## src/rtl/rv_alu_pkg.sv

```systemverilog
// Shared types for the execute-stage ALU: operation control encoding,
// alu_op constants, FSM state encoding and the instruction-field decoder.
package rv_alu_pkg;

    localparam logic [1:0] ALUOP_ADD   = 2'b00;
    localparam logic [1:0] ALUOP_SUB   = 2'b01;
    localparam logic [1:0] ALUOP_FUNCT = 2'b10;
    localparam logic [1:0] ALUOP_RSVD  = 2'b11;

    // The base register ops fit in the low four bits. Bit 4 marks an
    // M-extension op, whose low three bits are then the instruction funct3.
    typedef enum logic [4:0] {
        ADD    = 5'd0,
        SUB    = 5'd1,
        SLL    = 5'd2,
        SLT    = 5'd3,
        SLTU   = 5'd4,
        XOR    = 5'd5,
        SRL    = 5'd6,
        SRA    = 5'd7,
        OR     = 5'd8,
        AND    = 5'd9,
        MUL    = 5'd16,
        MULH   = 5'd17,
        MULHSU = 5'd18,
        MULHU  = 5'd19,
        DIV    = 5'd20,
        DIVU   = 5'd21,
        REM    = 5'd22,
        REMU   = 5'd23
    } alu_ctrl_e;

    typedef enum logic [1:0] {
        S_IDLE = 2'd0,
        S_BUSY = 2'd1,
        S_DONE = 2'd2
    } alu_state_e;

    // m_sel must already be masked to 0 when the mul/div unit is not built.
    function automatic alu_ctrl_e alu_decode(
        input logic [1:0] alu_op,
        input logic [2:0] funct3,
        input logic       funct7_5,
        input logic       m_sel,
        input logic       op_5
    );
        alu_ctrl_e ctrl;
        ctrl = ADD;
        case (alu_op)
            ALUOP_SUB: ctrl = SUB;
            ALUOP_FUNCT: begin
                if (op_5 && m_sel) begin
                    ctrl = alu_ctrl_e'({2'b10, funct3});
                end else begin
                    case (funct3)
                        3'b000:  ctrl = (op_5 && funct7_5) ? SUB : ADD;
                        3'b001:  ctrl = SLL;
                        3'b010:  ctrl = SLT;
                        3'b011:  ctrl = SLTU;
                        3'b100:  ctrl = XOR;
                        3'b101:  ctrl = funct7_5 ? SRA : SRL;
                        3'b110:  ctrl = OR;
                        default: ctrl = AND;
                    endcase
                end
            end
            default: ctrl = ADD;
        endcase
        return ctrl;
    endfunction

endpackage

```

## src/rtl/alu_muldiv_iter.sv

```systemverilog
// Iterative M-extension unit: shift-add multiplier and restoring divider,
// one bit per cycle on magnitudes with a sign fix-up at the end. Both
// datapaths step every cycle; op selects which result is reported. done
// pulses during the last step and result is valid in that same cycle.
module alu_muldiv_iter #(
    parameter int XLEN = 32
) (
    input  logic            clk,
    input  logic            reset,
    input  logic            start,
    input  logic [2:0]      op,
    input  logic [XLEN-1:0] a,
    input  logic [XLEN-1:0] b,
    output logic            done,
    output logic [XLEN-1:0] result
);

    localparam int CNT_W = $clog2(XLEN);
    localparam logic [CNT_W-1:0] LAST = CNT_W'(XLEN - 1);
    localparam logic [XLEN-1:0] MOST_NEG = {1'b1, {(XLEN-1){1'b0}}};

    logic              run_q, run_d;
    logic [CNT_W-1:0]  count_q, count_d;
    logic [2:0]        op_q, op_d;
    logic              neg_q, neg_d, a_neg_q, a_neg_d, dz_q, dz_d, ovf_q, ovf_d;
    logic [XLEN-1:0]   a_q, a_d, abs_a_q, abs_a_d, abs_b_q, abs_b_d;
    logic [2*XLEN-1:0] prod_q, prod_d;
    logic [XLEN-1:0]   rem_q, rem_d, quo_q, quo_d;

    logic              a_neg, b_neg;
    logic [XLEN-1:0]   abs_a, abs_b;
    logic [XLEN:0]     add_sum, rem_shift;
    logic [2*XLEN-1:0] prod_step, prod_s;
    logic [XLEN-1:0]   rem_step, quo_step, rem_s, quo_s;

    // Operand signedness: mulh/mulhsu/div/rem treat A as signed, mulh/div/rem treat B as signed.
    always_comb begin
        a_neg = a[XLEN-1] && (op == 3'b001 || op == 3'b010 || op == 3'b100 || op == 3'b110);
        b_neg = b[XLEN-1] && (op == 3'b001 || op == 3'b100 || op == 3'b110);
        abs_a = a_neg ? -a : a;
        abs_b = b_neg ? -b : b;
    end

    // One multiply step and one restoring-divide step from the current state.
    always_comb begin
        add_sum   = {1'b0, prod_q[2*XLEN-1:XLEN]} + (prod_q[0] ? {1'b0, abs_a_q} : '0);
        prod_step = {add_sum, prod_q[XLEN-1:1]};
        rem_shift = {rem_q, quo_q[XLEN-1]};
        if (rem_shift >= {1'b0, abs_b_q}) begin
            rem_step = XLEN'(rem_shift - {1'b0, abs_b_q});
            quo_step = {quo_q[XLEN-2:0], 1'b1};
        end else begin
            rem_step = rem_shift[XLEN-1:0];
            quo_step = {quo_q[XLEN-2:0], 1'b0};
        end
    end

    // Sign fix-up and special cases, applied to the values the final step produces.
    always_comb begin
        prod_s = neg_q ? -prod_step : prod_step;
        quo_s  = neg_q ? -quo_step : quo_step;
        rem_s  = a_neg_q ? -rem_step : rem_step;
        case (op_q)
            3'b000:                 result = prod_s[XLEN-1:0];
            3'b001, 3'b010, 3'b011: result = prod_s[2*XLEN-1:XLEN];
            3'b100, 3'b101:         result = dz_q ? '1 : (ovf_q ? a_q : quo_s);
            default:                result = dz_q ? a_q : (ovf_q ? '0 : rem_s);
        endcase
    end

    assign done = run_q && (count_q == LAST);

    // Load operands on start, otherwise advance one bit per cycle while running.
    always_comb begin
        run_d   = run_q;
        count_d = count_q;
        op_d    = op_q;
        neg_d   = neg_q;
        a_neg_d = a_neg_q;
        dz_d    = dz_q;
        ovf_d   = ovf_q;
        a_d     = a_q;
        abs_a_d = abs_a_q;
        abs_b_d = abs_b_q;
        prod_d  = prod_q;
        rem_d   = rem_q;
        quo_d   = quo_q;
        if (start) begin
            run_d   = 1'b1;
            count_d = '0;
            op_d    = op;
            neg_d   = a_neg ^ b_neg;
            a_neg_d = a_neg;
            dz_d    = (b == '0);
            ovf_d   = (op == 3'b100 || op == 3'b110) && (a == MOST_NEG) && (b == '1);
            a_d     = a;
            abs_a_d = abs_a;
            abs_b_d = abs_b;
            prod_d  = {{XLEN{1'b0}}, abs_b};
            rem_d   = '0;
            quo_d   = abs_a;
        end else if (run_q) begin
            prod_d  = prod_step;
            rem_d   = rem_step;
            quo_d   = quo_step;
            count_d = count_q + 1'b1;
            if (done) begin
                run_d = 1'b0;
            end
        end
    end

    // State registers; reset abandons any operation in flight.
    always_ff @(posedge clk or posedge reset) begin
        if (reset) begin
            run_q   <= 1'b0;
            count_q <= '0;
            op_q    <= '0;
            neg_q   <= 1'b0;
            a_neg_q <= 1'b0;
            dz_q    <= 1'b0;
            ovf_q   <= 1'b0;
            a_q     <= '0;
            abs_a_q <= '0;
            abs_b_q <= '0;
            prod_q  <= '0;
            rem_q   <= '0;
            quo_q   <= '0;
        end else begin
            run_q   <= run_d;
            count_q <= count_d;
            op_q    <= op_d;
            neg_q   <= neg_d;
            a_neg_q <= a_neg_d;
            dz_q    <= dz_d;
            ovf_q   <= ovf_d;
            a_q     <= a_d;
            abs_a_q <= abs_a_d;
            abs_b_q <= abs_b_d;
            prod_q  <= prod_d;
            rem_q   <= rem_d;
            quo_q   <= quo_d;
        end
    end

endmodule

```

## src/rtl/alu_exec_unit.sv

```systemverilog
// Execute-stage ALU with integrated decode and valid/ready handshakes.
// Define ALU_MULDIV_EN to build the iterative M-extension unit; without it
// funct7_0 is ignored and every op completes one cycle after acceptance.
module alu_exec_unit
    import rv_alu_pkg::*;
#(
    parameter int XLEN = 32
) (
    input  logic            clk,
    input  logic            reset,
    input  logic            in_valid,
    output logic            in_ready,
    input  logic [1:0]      alu_op,
    input  logic [2:0]      funct3,
    input  logic            funct7_5,
    input  logic            funct7_0,
    input  logic            op_5,
    input  logic [XLEN-1:0] src_a,
    input  logic [XLEN-1:0] src_b,
    output logic            out_valid,
    input  logic            out_ready,
    output logic [XLEN-1:0] result,
    output logic            zero,
    output logic            busy
);

    localparam int SHAMT_W = $clog2(XLEN);
`ifdef ALU_MULDIV_EN
    localparam logic MD_EN = 1'b1;
`else
    localparam logic MD_EN = 1'b0;
`endif

    alu_state_e      state_q, state_d;
    logic            out_valid_q, out_valid_d, zero_q, zero_d;
    logic [XLEN-1:0] result_q, result_d;

    alu_ctrl_e            ctrl;
    logic                 is_m, accept, md_done;
    logic [SHAMT_W-1:0]   shamt;
    logic [XLEN-1:0]      base_result, md_result;

    assign ctrl   = alu_decode(alu_op, funct3, funct7_5, funct7_0 & MD_EN, op_5);
    assign is_m   = ctrl[4];
    assign shamt  = src_b[SHAMT_W-1:0];
    assign in_ready = !reset && ((state_q == S_IDLE) || (state_q == S_DONE && out_ready));
    assign accept = in_valid && in_ready;

`ifdef ALU_MULDIV_EN
    logic md_start;
    assign md_start = accept && is_m;
    assign busy     = (state_q == S_BUSY);

    alu_muldiv_iter #(.XLEN(XLEN)) u_muldiv (
        .clk    (clk),
        .reset  (reset),
        .start  (md_start),
        .op     (ctrl[2:0]),
        .a      (src_a),
        .b      (src_b),
        .done   (md_done),
        .result (md_result)
    );
`else
    assign md_done   = 1'b0;
    assign md_result = '0;
    assign busy      = 1'b0;
`endif

    // Single-cycle base operations.
    always_comb begin
        base_result = '0;
        case (ctrl)
            ADD:     base_result = src_a + src_b;
            SUB:     base_result = src_a - src_b;
            SLL:     base_result = src_a << shamt;
            SLT:     base_result = {{(XLEN-1){1'b0}}, $signed(src_a) < $signed(src_b)};
            SLTU:    base_result = {{(XLEN-1){1'b0}}, src_a < src_b};
            XOR:     base_result = src_a ^ src_b;
            SRL:     base_result = src_a >> shamt;
            SRA:     base_result = $signed(src_a) >>> shamt;
            OR:      base_result = src_a | src_b;
            AND:     base_result = src_a & src_b;
            default: base_result = '0;
        endcase
    end

    // Handshake FSM: retire the held result, then take any newly accepted op.
    always_comb begin
        state_d     = state_q;
        out_valid_d = out_valid_q;
        result_d    = result_q;
        zero_d      = zero_q;
        case (state_q)
            S_BUSY: begin
                if (md_done) begin
                    state_d     = S_DONE;
                    out_valid_d = 1'b1;
                    result_d    = md_result;
                    zero_d      = (md_result == '0);
                end
            end
            S_DONE: begin
                if (out_ready) begin
                    state_d     = S_IDLE;
                    out_valid_d = 1'b0;
                end
            end
            default: ;
        endcase
        if (accept) begin
            if (is_m) begin
                state_d     = S_BUSY;
                out_valid_d = 1'b0;
            end else begin
                state_d     = S_DONE;
                out_valid_d = 1'b1;
                result_d    = base_result;
                zero_d      = (base_result == '0);
            end
        end
    end

    // FSM state and registered outputs.
    always_ff @(posedge clk or posedge reset) begin
        if (reset) begin
            state_q     <= S_IDLE;
            out_valid_q <= 1'b0;
            result_q    <= '0;
            zero_q      <= 1'b0;
        end else begin
            state_q     <= state_d;
            out_valid_q <= out_valid_d;
            result_q    <= result_d;
            zero_q      <= zero_d;
        end
    end

    assign out_valid = out_valid_q;
    assign result    = result_q;
    assign zero      = zero_q;

endmodule

```

## config.mk

```make
export PLATFORM = sky130hd
export DESIGN_NAME = alu_exec_unit
export DESIGN_NICKNAME = d
export VERILOG_FILES = /design/src/rtl/rv_alu_pkg.sv /design/src/rtl/alu_muldiv_iter.sv /design/src/rtl/alu_exec_unit.sv
export SDC_FILE = /design/constraint.sdc
export NUM_CORES = 1
export LEC_CHECK = 0
export BUFFER_PORTS_ARGS = -buffer_cell sky130_fd_sc_hd__buf_2
export CORE_AREA = 4 4 152 154
export CTS_CLUSTER_SIZE = 14
export DETAILED_ROUTE_END_ITERATION = 7
export DIE_AREA = 0 0 156 158
export GPL_ROUTABILITY_DRIVEN = 1
export PLACE_DENSITY = 0.8
export SLEW_MARGIN = 40
export SYNTH_ARGS = -nofsm -noshare
export SYNTH_HDL_FRONTEND = slang
export SYNTH_SLANG_ARGS = --single-unit
export TNS_END_PERCENT = 50
```

## constraint.sdc

```tcl
create_clock -name clk -period 2.34 [get_ports clk]
set_clock_uncertainty 0.2 [all_clocks]
set_input_delay 0.351 -clock clk [delete_from_list [all_inputs] [get_ports clk]]
set_output_delay 0.351 -clock clk [all_outputs]
set_load 0.01 [all_outputs]
```

==> results.md, run 1 <==
- The run stopped with a tool error.
- The stage where the flow stopped is 5_1_grt.
- The first error in the log reads "[ERROR GRT-0116] Global routing finished with congestion. Check the congestion regions in the DRC Viewer".
- After synthesis, the share of flip-flops with an asynchronous set or reset is 100%.
- The number of buffers created by CTS is 5.
- In this run, distinct cell masters in the synthesized netlist total 97.
- In this run the horizontal extent of the chip is 156 µm.
- From bottom edge to top edge, the die measures 158 µm.
- The cell count after synthesis came out at 1598.
- The area after detailed placement is 17600 µm².
- After synthesis, the cell types taking the most area are sky130_fd_sc_hd__ha_1 11%, sky130_fd_sc_hd__mux4_2 9.5%, sky130_fd_sc_hd__dfrtp_1 7.2%.
- The via count of the first global-routing pass is 24900.
- The flip-flop and latch count after synthesis is 34.
- The number of H-tree levels is 2.
- The remaining global-route overflow is 620.
- Averaged over all synthesized cells, the footprint is around 7.4 µm².
- Prior to clock tree synthesis, the placed netlist has a worst setup slack of -2030 ps.
- The global-route wire length before repair is 164000 µm.
- The sink count of the clock tree is 34.
- The clock root buffer is sky130_fd_sc_hd__clkbuf_16.
- The floorplan has 54 rows.
- The register area share after synthesis is 7.16%.
- The synthesized net count is 1777.
- The share of synthesized area in the top cell type comes to 10.6%.
- The largest buffer count on any clock path is 2.
- The total half-perimeter wirelength after legalization and detailed placement is 54000 µm.
- sky130_fd_sc_hd__ha_1 takes more of the synthesized area than any other cell.
- The most used flip-flop cell after synthesis is sky130_fd_sc_hd__dfrtp_1.
- Yosys mapped a number of flops with a built-in enable equal to 0.
- The total number of yosys warnings is 0.
- The maximum number of pins on one net before global-route repair is 45.
- During I/O placement, the number of pins put on the boundary was 112.
- The global-route total usage across every layer is between 80% and 90%.
- The initial utilization of the core area, before any placement, comes to 54.8%.
- The final weighted congestion in routability-driven placement is 1.37.
- The number of input and output port buffers inserted is 109.
- The mapped netlist covers 11900 µm².
## layer usage
layer	track usage (%)	overflow
met4	86.8	175
met5	53.8	7
met2	100	378
met1	82.3	30
met3	76.6	30
## cell families after synthesis
logic type	after synthesis	share of synthesized area [%]
mux	154	18.8
compound gates	562	33.7
buf+inv	247	8.95
simple gates	485	19.5
fa+ha+maj	103	11.0
xor+xnor	12	0.885
other cells	1	0.0316
flops	34	7.16
## timing repair
item	in CTS
hold buffers	1
setup endpoints to repair	33
cloned	5
gates resized for setup	305
setup buffers	42
pin swaps	77
endpoints found under the hold margin	9
## per-stage QoR
step	hold WS [ps]	utilization (%)	cells
floorplan	293	-	1598
global placement	249	81.0	2521
CTS	262	90.1	2572
detailed placement	258	81.0	2521
## cells in the mapped netlist (26+ instances only)
cell	n
sky130_fd_sc_hd__mux4_2	50
sky130_fd_sc_hd__nand2_1	156
sky130_fd_sc_hd__mux2_2	37
sky130_fd_sc_hd__clkbuf_1	85
sky130_fd_sc_hd__inv_1	107
sky130_fd_sc_hd__a21o_1	26
sky130_fd_sc_hd__nand3_1	27
sky130_fd_sc_hd__o21ai_0	88
sky130_fd_sc_hd__o22ai_1	27
sky130_fd_sc_hd__nor2_1	133
sky130_fd_sc_hd__buf_2	27
sky130_fd_sc_hd__dfrtp_1	34
sky130_fd_sc_hd__nor3_1	31
sky130_fd_sc_hd__ha_1	101
sky130_fd_sc_hd__mux2i_1	63
sky130_fd_sc_hd__a21oi_1	106
==> inputs of run 2 (changes only) <==
Settings changed: CORE_AREA 4 4 152 154 to 4 4 178 180, CTS_CLUSTER_SIZE 14 to not set, DIE_AREA 0 0 156 158 to 0 0 182 184, PLACE_DENSITY 0.8 to not set, PLACE_DENSITY_LB_ADDON set to 0.15.
==> run 2 against run 1 <==
  * The flow now finishes, with violations (negative setup slack)
  * Synthesized area did not move
  * Synthesized cell count did not move
==> results.md, run 2 <==
- The cell area after technology mapping is 11900 µm² (unchanged).
- The final critical path time including I/O delays and setup is 3620 ps.
- The max-slew violation count is 0.
- In the layout the commonest cells are 754 x sky130_fd_sc_hd__buf_4, 144 x sky130_fd_sc_hd__nand2_1, 121 x sky130_fd_sc_hd__nor2_1.
- The global-route met1 utilization is 52.7%.
- The final critical-path share of the clock period is 155%.
- The cell with the most instances after synthesis is sky130_fd_sc_hd__nand2_1.
- The antenna cell count is 0.
- The post-layout total power is 7280 µW.
- The cell taking the most area after synthesis is sky130_fd_sc_hd__ha_1.
- The max-cap check violation count is 0.
- For the pin with the worst max-slew slack, the measured transition is 787 ps.
- The met2 layer usage reported by global route is 65.9%.
- The most common cell after layout, fill and taps aside is sky130_fd_sc_hd__buf_4.
- The gate count of the mapped netlist is 1598 (unchanged).
- The critical path arrival is 3630 ps.
- The global-route met3 utilization is 7.42%.
- In this run the worst hold path is classified as reg2reg.
- The initial antenna violation count came to 1.
- In the post-synthesis netlist, the biggest area contributors are sky130_fd_sc_hd__ha_1 11%, sky130_fd_sc_hd__mux4_2 9.5%, sky130_fd_sc_hd__dfrtp_1 7.2%.
- Timing would allow up to 0.276 GHz.
- The global-route total usage across every layer is around 41%.
- The via count of the first global-routing pass is between 15000 and 20000.
- The number of endpoints with negative hold slack in the final report is 0.
- The row count was 64 (+19%).
- Entering global routing, the biggest net connects between 40 and 50 pins.
- The final routed wire length divided by cell count is 26.4 µm.
- In this run the clock root is driven by a sky130_fd_sc_hd__clkbuf_16.
- The worst setup path is of the in2reg kind.
- The number of buffers created by CTS is 5 (unchanged).
- The register with the most flip-flops in the layout has 32 of them.
- The synthesized net count came to 1777 (unchanged).
- The number of input and output port buffers inserted is 109 (unchanged).
- The die extent in x was 182 µm (+17%).
- The number of H-tree levels is 2 (unchanged).
- The endpoint class of the critical path is a flip-flop.
- The register area share after synthesis came to 7.16% (unchanged).
- The cell leakage power is 0.00984 µW.
- Setup repair after global routing could not meet its margin everywhere.
- The final weighted congestion in routability-driven placement was 1.09 (-21%).
- Dividing the detail-routed via count by the number of cells gives around 6.3.
- Compared with the post-synthesis result, the final layout area differs by 79.3%.
- The largest buffer count on any clock path is 2 (unchanged).
- The flip-flop and latch count after synthesis is 34 (unchanged).
- The sink count of the clock tree came to 34 (unchanged).
- The overall via count from detail_route is 17700.
- The share of the synthesized area in the top cell type is 10.6% (unchanged).
- After clock tree synthesis, the clock-pin slew on the worst setup and hold paths is 50 ps.
- The unique cell type count in the Yosys netlist is 97 (unchanged).
- After synthesis, the most frequently instantiated cells are 156 x sky130_fd_sc_hd__nand2_1, 133 x sky130_fd_sc_hd__nor2_1, 107 x sky130_fd_sc_hd__inv_1, 106 x sky130_fd_sc_hd__a21oi_1, 101 x sky130_fd_sc_hd__ha_1.
- STA puts the critical path data required time at 2350 ps.
- The power per cell area is ~340 nW/µm².
- The most common flop cell mapped by yosys is sky130_fd_sc_hd__dfrtp_1.
- At the end of the flow, the number of nets in the layout was 2589.
- The fill cell total of the finished layout is 2421.
- The final reports fail on negative setup slack.
- The clock latency at the later pin of the worst-skew pair is around 280 ps.
- The total number of yosys warnings is 0 (unchanged).
- The effective utilization at floorplan is 39.4% (-15 points).
- The iteration-0 DRC count of the detailed router is 2058.
- The first global-routing pass estimated ~110000 µm of wire.
- Of all nets on the critical path, the largest fanout is 4.
- The run finished, with violations left.
- The final setup violation count is 33.
- The async set-or-reset flop fraction in the synthesized netlist is 100% (unchanged).
- The floorplan die height is 184 µm (+16%).
- After layout, the worst setup slack is -1280 ps.
- The synthesized area per cell is 7.43 µm² (unchanged).
- The remaining global-route overflow is 0.
- The floorplan die area is 33500 µm².
- The boundary pin count is 112 (unchanged).
- The post-route cell area is 21300 µm².
- The total wire length is around 74000 µm.
- The total area inside the core boundary comes to 30200 µm².
- The worst setup path is launched from a primary input.
- Across the VDD grid, the largest voltage drop is 0.230 mV.
- Before antenna repair, the detailed router went through 7 iterations.
- The most heavily used metal layer in global routing is met2.
- The max-slew headroom at the worst pin is roughly 47%.
- TritonCTS built the clock tree.
- The total half-perimeter wirelength after legalization and detailed placement is 59000 µm (+9.3%).
- The number of flops mapped to enable cells by yosys is 0 (unchanged).
- After detailed routing, the number of remaining DRC violations is 0.
- The area after detailed placement is 18600 µm² (+5.7%).
- The number of nets still failing antenna checks after routing is 0.
- The share of cells above drive strength 1 is 54.2%.
## run 2: worst paths after layout
check / startpoint / to / slack (ps) / cells past startpoint
max: src_b[2] / zero / -1280 / 15
min: result[10] / result[10] / 260 / 2
max reg2reg: out_valid / zero / -250 / 10
min reg2reg: result[10] / result[10] / 260 / 2
max in group asynchronous: reset / result[31] / 1070 / 4
min in group asynchronous: reset / result[10] / 560 / 4
## run 2: timing repair
| item | CTS | global route |
|---|---|---|
| setup buffers | 35 | 44 |
| pin swaps | 78 | 69 |
| endpoints found under the setup margin | 33 | 33 |
| gates resized for setup | 273 | 138 |
| hold endpoints to repair | 28 | 0 |
| hold buffers | 1 | 0 |
| gates cloned | 3 | 2 |
## run 2: area by class of cell
| cell class | instances | area, µm² | share of cell area (%) |
|---|---|---|---|
| Inverter | 108 | 423 | 1.98 |
| Clock buffer | 7 | 143 | 0.669 |
| Timing Repair Buffer | 944 | 7610 | 35.7 |
| Tap cell | 396 | 495 | 2.33 |
| Sequential cell | 34 | 851 | 3.99 |
| Multi-Input combinational cell | 1317 | 11800 | 55.3 |
| Clock inverter | 1 | 5.00 | 0.0235 |
## run 2: cell families (layout without fill, tap and decap cells)
family	Yosys count	in the layout	share of synthesized area [%]
AOI/OAI and AO/OA	562	562	33.7
and+or+nand+nor	485	485	19.5
buffers and inverters	247	1060	8.95
muxes	154	154	18.8
adders and majority gates	103	103	11.0
DFF	34	34	7.16
xor gates and xnor gates	12	12	0.885
other	1	1	0.0316
## run 2: critical path: stages
cell                         delay, ps
sky130_fd_sc_hd__buf_8              80
sky130_fd_sc_hd__clkinvlp_4        140
sky130_fd_sc_hd__ha_4              360
sky130_fd_sc_hd__nor2_4             60
sky130_fd_sc_hd__o311ai_4          400
sky130_fd_sc_hd__a2111oi_4         150
sky130_fd_sc_hd__o31ai_4           400
sky130_fd_sc_hd__a211oi_2          150
sky130_fd_sc_hd__nor3_2            190
sky130_fd_sc_hd__buf_4             170
sky130_fd_sc_hd__nor4_1             50
sky130_fd_sc_hd__or4b_4            580
sky130_fd_sc_hd__nor4_4            290
sky130_fd_sc_hd__nand4_1           120
sky130_fd_sc_hd__o21ai_1           130
## run 2: report_power, final
part / internal [µW] / switching, µW
registers: 727 / 68.1
logic: 2830 / 2990
clock network: 421 / 243
## run 2: routing by layer
| metal | share of wire, % | vias to the layer above |
|---|---|---|
| li1 | - | 7743 |
| met4 | 7.2 | 2 |
| met5 | 0.015 | - |
| met2 | 44 | 1162 |
| met1 | 39 | 8493 |
| met3 | 9.8 | 338 |
## run 2: stage by stage
step / worst slack (ps) / TNS (ps) / cells / hold WS [ps] / utilization, %
6_report: -1280 / -23680 / 2807 / 258 / 70.6
5_1_grt: -1350 / -25340 / 2807 / 254 / 70.6
4_1_cts: -1140 / -20520 / 2770 / 258 / 67.4
3_5_place_dp: -1900 / -40800 / 2725 / 250 / 61.5
3_3_place_gp: -1820 / -39630 / 2725 / 251 / 61.5
2_1_floorplan: -1420 / -23870 / 1598 / 293 / -
(Power assumes the default switching activity.)
==> inputs of run 3 (changes only) <==
--- a/config.mk
+++ b/config.mk
@@ -6,8 +6,8 @@
 export NUM_CORES = 1
 export LEC_CHECK = 0
-export BUFFER_PORTS_ARGS = -buffer_cell sky130_fd_sc_hd__buf_2
 export CORE_AREA = 4 4 178 180
 export DETAILED_ROUTE_END_ITERATION = 7
 export DIE_AREA = 0 0 182 184
+export DONT_BUFFER_PORTS = 1
 export GPL_ROUTABILITY_DRIVEN = 1
 export PLACE_DENSITY_LB_ADDON = 0.15
==> constraint.sdc (replaced) <==
create_clock -name clk -period 2.34 [get_ports clk]
set_clock_uncertainty 0.2 [all_clocks]
set_input_delay 0.117 -clock clk [delete_from_list [all_inputs] [get_ports clk]]
set_output_delay 0.117 -clock clk [all_outputs]
set_load 0.01 [all_outputs]
==> run 3 against run 2 <==
  * The flow still finishes with violations (negative setup slack)
  * Count of clock-buffer cells in the layout grew 1
  * Clock power up 6.6%
  * Critical path depth is 2 lower
  * Cell area is 15% lower
  * Via count decreased by 11%
  * First-iteration DRC count decreased by 7.7%
  * Routed wire length decreased by 9.8%
  * Worst setup slack better by 450 ps
==> results.md, run 3 (synthesis gave the netlist of run 2 again) <==
- The run finished, with violations left.
- The final reports fail on negative setup slack.
- The number of vias per cell is 6.36 (+0.62%).
- The final setup violation count is 25 (-24%).
- The switching part of the total is 43.6% (-1.8 points).
- The cell leakage power is 0.00808 µW (-18%).
- In this run the clock root is driven by a sky130_fd_sc_hd__clkbuf_16.
- The endpoint class of the critical path is a flip-flop.
- The flip-flop count of the largest register after layout is 32 (unchanged).
- The portion of total power attributed to combinational logic is 73.9% (-6.1 points).
- The maximum resistive drop on vdd was 0.235 mV (+2.1%).
- The remaining global-route overflow is 0 (unchanged).
- The clock transition time at the flip-flop clock pins of the worst setup and hold paths is 50 ps (about the same).
- The internal power summed over all cells is 3440 µW (-13%).
- The max-cap check violation count came to 0 (unchanged).
- The iteration-0 DRC count of the detailed router is 1899 (-7.7%).
- The final critical-path share of the clock period is 135% (-19 points).
- The row count is 64 (unchanged).
- The number of input and output port buffers inserted came to 0 (-100%).
- The final weighted congestion in routability-driven placement is 1.08 (-1.0%).
- The floorplan die height came to 184 µm (unchanged).
- The maximum number of pins on one net before global-route repair is 114 (+180%).
- The power per cell area is 337 nW/µm² (-1.3%).
- The initial antenna violation count is 2 (+1).
- The post-route cell area is 18100 µm² (-15%).
- The effective utilization at floorplan was 39.4% (unchanged).
- The sink count of the clock tree came to 34 (unchanged).
- The number of nets still failing antenna checks after routing is 0 (unchanged).
- The switching power is 2660 µW (-19%).
- The worst hold-check path type is in2reg.
- The fmax is 0.316 GHz (+14%).
- The number of buffers created by CTS came to 5 (unchanged).
- The number of placed instances with taps included is 2453 (-10%).
- The number of endpoints with negative hold slack in the final report is 0 (unchanged).
- The worst setup path is launched from a primary input.
- The final critical path time including I/O delays and setup was 3170 ps (-449 ps).
- The sequential cell fraction of total power came to 14.6% (+3.7 points).
- The total wire length is 66900 µm (-9.8%).
- The global-route total usage across every layer is 37.9% (-3.3 points).
- The fill cell total of the finished layout is 2795 (+15%).
- The global-route wire length before repair came to 97300 µm (-8.5%).
- The antenna cell count came to 0 (unchanged).
- The overall via count from detail_route was 15800 (-11%).
- The boundary pin count is 112 (unchanged).
- The layout-stage area growth over the synthesis result is 52.4%.
- The floorplan die area is 33500 µm² (unchanged).
- Setup repair after global routing could not meet its margin everywhere.
- The critical path data required time is 2340 ps (about the same).
- The total half-perimeter wirelength after legalization and detailed placement is 54200 µm (-8.2%).
- The CTS tree is yes.
- The clock network power share is 11.6% (+2.5 points).
- The number of standard cells in the final layout excluding fillers is 2485 (-11%).
- The area after detailed placement was 16600 µm² (-11%).
- The max-slew violation count was 0 (unchanged).
- The share of cells above drive strength 1 is 44.4% (-9.8 points).
- The max-slew headroom at the worst pin is 42.9% (-4.2 points).
- The highest net fanout along the worst path was 9 (+5).
- The largest buffer count on any clock path is 2 (unchanged).
- The slew at the pin with the worst max-slew slack is 857 ps (+70.1 ps).
- The smallest hold slack is 23.8 ps (-234 ps).
- The final net count is 2267 (-12%).
- The length of the first detailed-routing pass in iterations is 6 (-1).
- The placeable core region is 30200 µm² (unchanged).
- The number of H-tree levels is 2 (unchanged).
- The die extent in x was 182 µm (unchanged).
- The final routed wire length divided by cell count is 26.9 µm (+1.8%).
- The worst setup path category is in2reg.
- The library cell used most frequently in the layout, excluding fill and tap cells, is sky130_fd_sc_hd__buf_4.
- The library cells used most frequently in the layout, excluding fill and tap cells, are 587 x sky130_fd_sc_hd__buf_4, 149 x sky130_fd_sc_hd__nand2_1, 121 x sky130_fd_sc_hd__nor2_1.
- The critical path arrival is 3170 ps (-460 ps).
- The least setup slack across all paths after layout is -829 ps (+449 ps).
- The clock latency at the later pin of the worst-skew pair is 280 ps (about the same).
- The via count of the first global-routing pass is 15300 (-12%).
- The post-detailed-route DRC marker count is 0 (unchanged).
==> run 3: changes by cell type in the layout (fill, tap and decap cells not counted), moves of 7 or more <==
cell	change
sky130_fd_sc_hd__buf_2	-89
sky130_fd_sc_hd__buf_6	-32
sky130_fd_sc_hd__mux2_4	-7
sky130_fd_sc_hd__clkbuf_4	-7
sky130_fd_sc_hd__buf_12	-19
sky130_fd_sc_hd__mux2_2	+7
sky130_fd_sc_hd__buf_4	-167
sky130_fd_sc_hd__o21ai_0	+8
sky130_fd_sc_hd__o21ai_1	-7
==> run 3: path summary, 6_finish.rpt <==
path	from	end	slack, ps	depth (start not counted)
setup / recovery	src_a[1]	zero	-830	13
hold / removal	in_valid	result[13]	20	2
setup reg to reg	out_valid	zero	-300	10
hold reg to reg	result[27]	result[27]	330	2
max in group asynchronous	reset	result[2]	1130	3
min in group asynchronous	reset	result[7]	180	3
==> run 3: worst max-delay path, stage by stage <==
cell and delay [ps]:
sky130_fd_sc_hd__clkinvlp_4 130, sky130_fd_sc_hd__fa_2 450, sky130_fd_sc_hd__nor2_4 130, sky130_fd_sc_hd__o311ai_4 160
sky130_fd_sc_hd__a2111oi_4 460, sky130_fd_sc_hd__o31ai_4 170, sky130_fd_sc_hd__a211oi_2 320, sky130_fd_sc_hd__nor3_2 100
sky130_fd_sc_hd__o211ai_1 170, sky130_fd_sc_hd__or4b_4 490, sky130_fd_sc_hd__nor4_2 220, sky130_fd_sc_hd__nand4_1 100
sky130_fd_sc_hd__o21ai_1 150
==> run 3: through the flow <==
| stage | util [%] | setup TNS (ps) | worst slack [ps] | power, µW |
|---|---|---|---|---|
| CTS | 58.0 | -8480 | -742 | 5860 |
| detailed placement | 54.9 | -24410 | -1420 | 4850 |
| finish | 60.0 | -8660 | -829 | 6110 |
| floorplan | - | -16170 | -1190 | 3010 |
| global route | 60.0 | -10610 | -881 | 6400 |
| global placement | 54.9 | -23180 | -1300 | 4830 |
==> run 3: final cells by class <==
cell class                      instances  area (µm²)  share of cell area, %
Clock buffer                            8         166                  0.919
Inverter                              108         453                   2.50
Multi-Input combinational cell       1317       11200                   62.1
Sequential cell                        34         851                   4.70
Tap cell                              396         495                   2.74
Timing Repair Buffer                  622        4900                   27.1
==> run 3: timing repair <==
action | in CTS | in global routing
endpoints found under the setup margin | 33 | 32
hold buffers | 3 | 0
buffers inserted | 18 | 14
gates resized for setup | 139 | 124
hold endpoints to repair | 35 | 0
pin swaps | 55 | 56
==> run 3: routing by layer <==
layer / wire length [µm] / share of wire, % / GRT usage [%]
met5: 27 / 0.040 / 0
met3: 5830 / 8.7 / 5.92
met2: 29700 / 44 / 60.0
met1: 27500 / 41 / 50.5
met4: 3820 / 5.7 / 18.5
==> run 3: power by group through the flow <==
stage	Combinational (µW)	Clock [µW]	Sequential (µW)
after floorplan	2140	0	873
after global placement	3930	0	896
after detailed placement	3950	0	904
after CTS	4240	722	894
after global routing	4760	734	912
final	4510	708	889
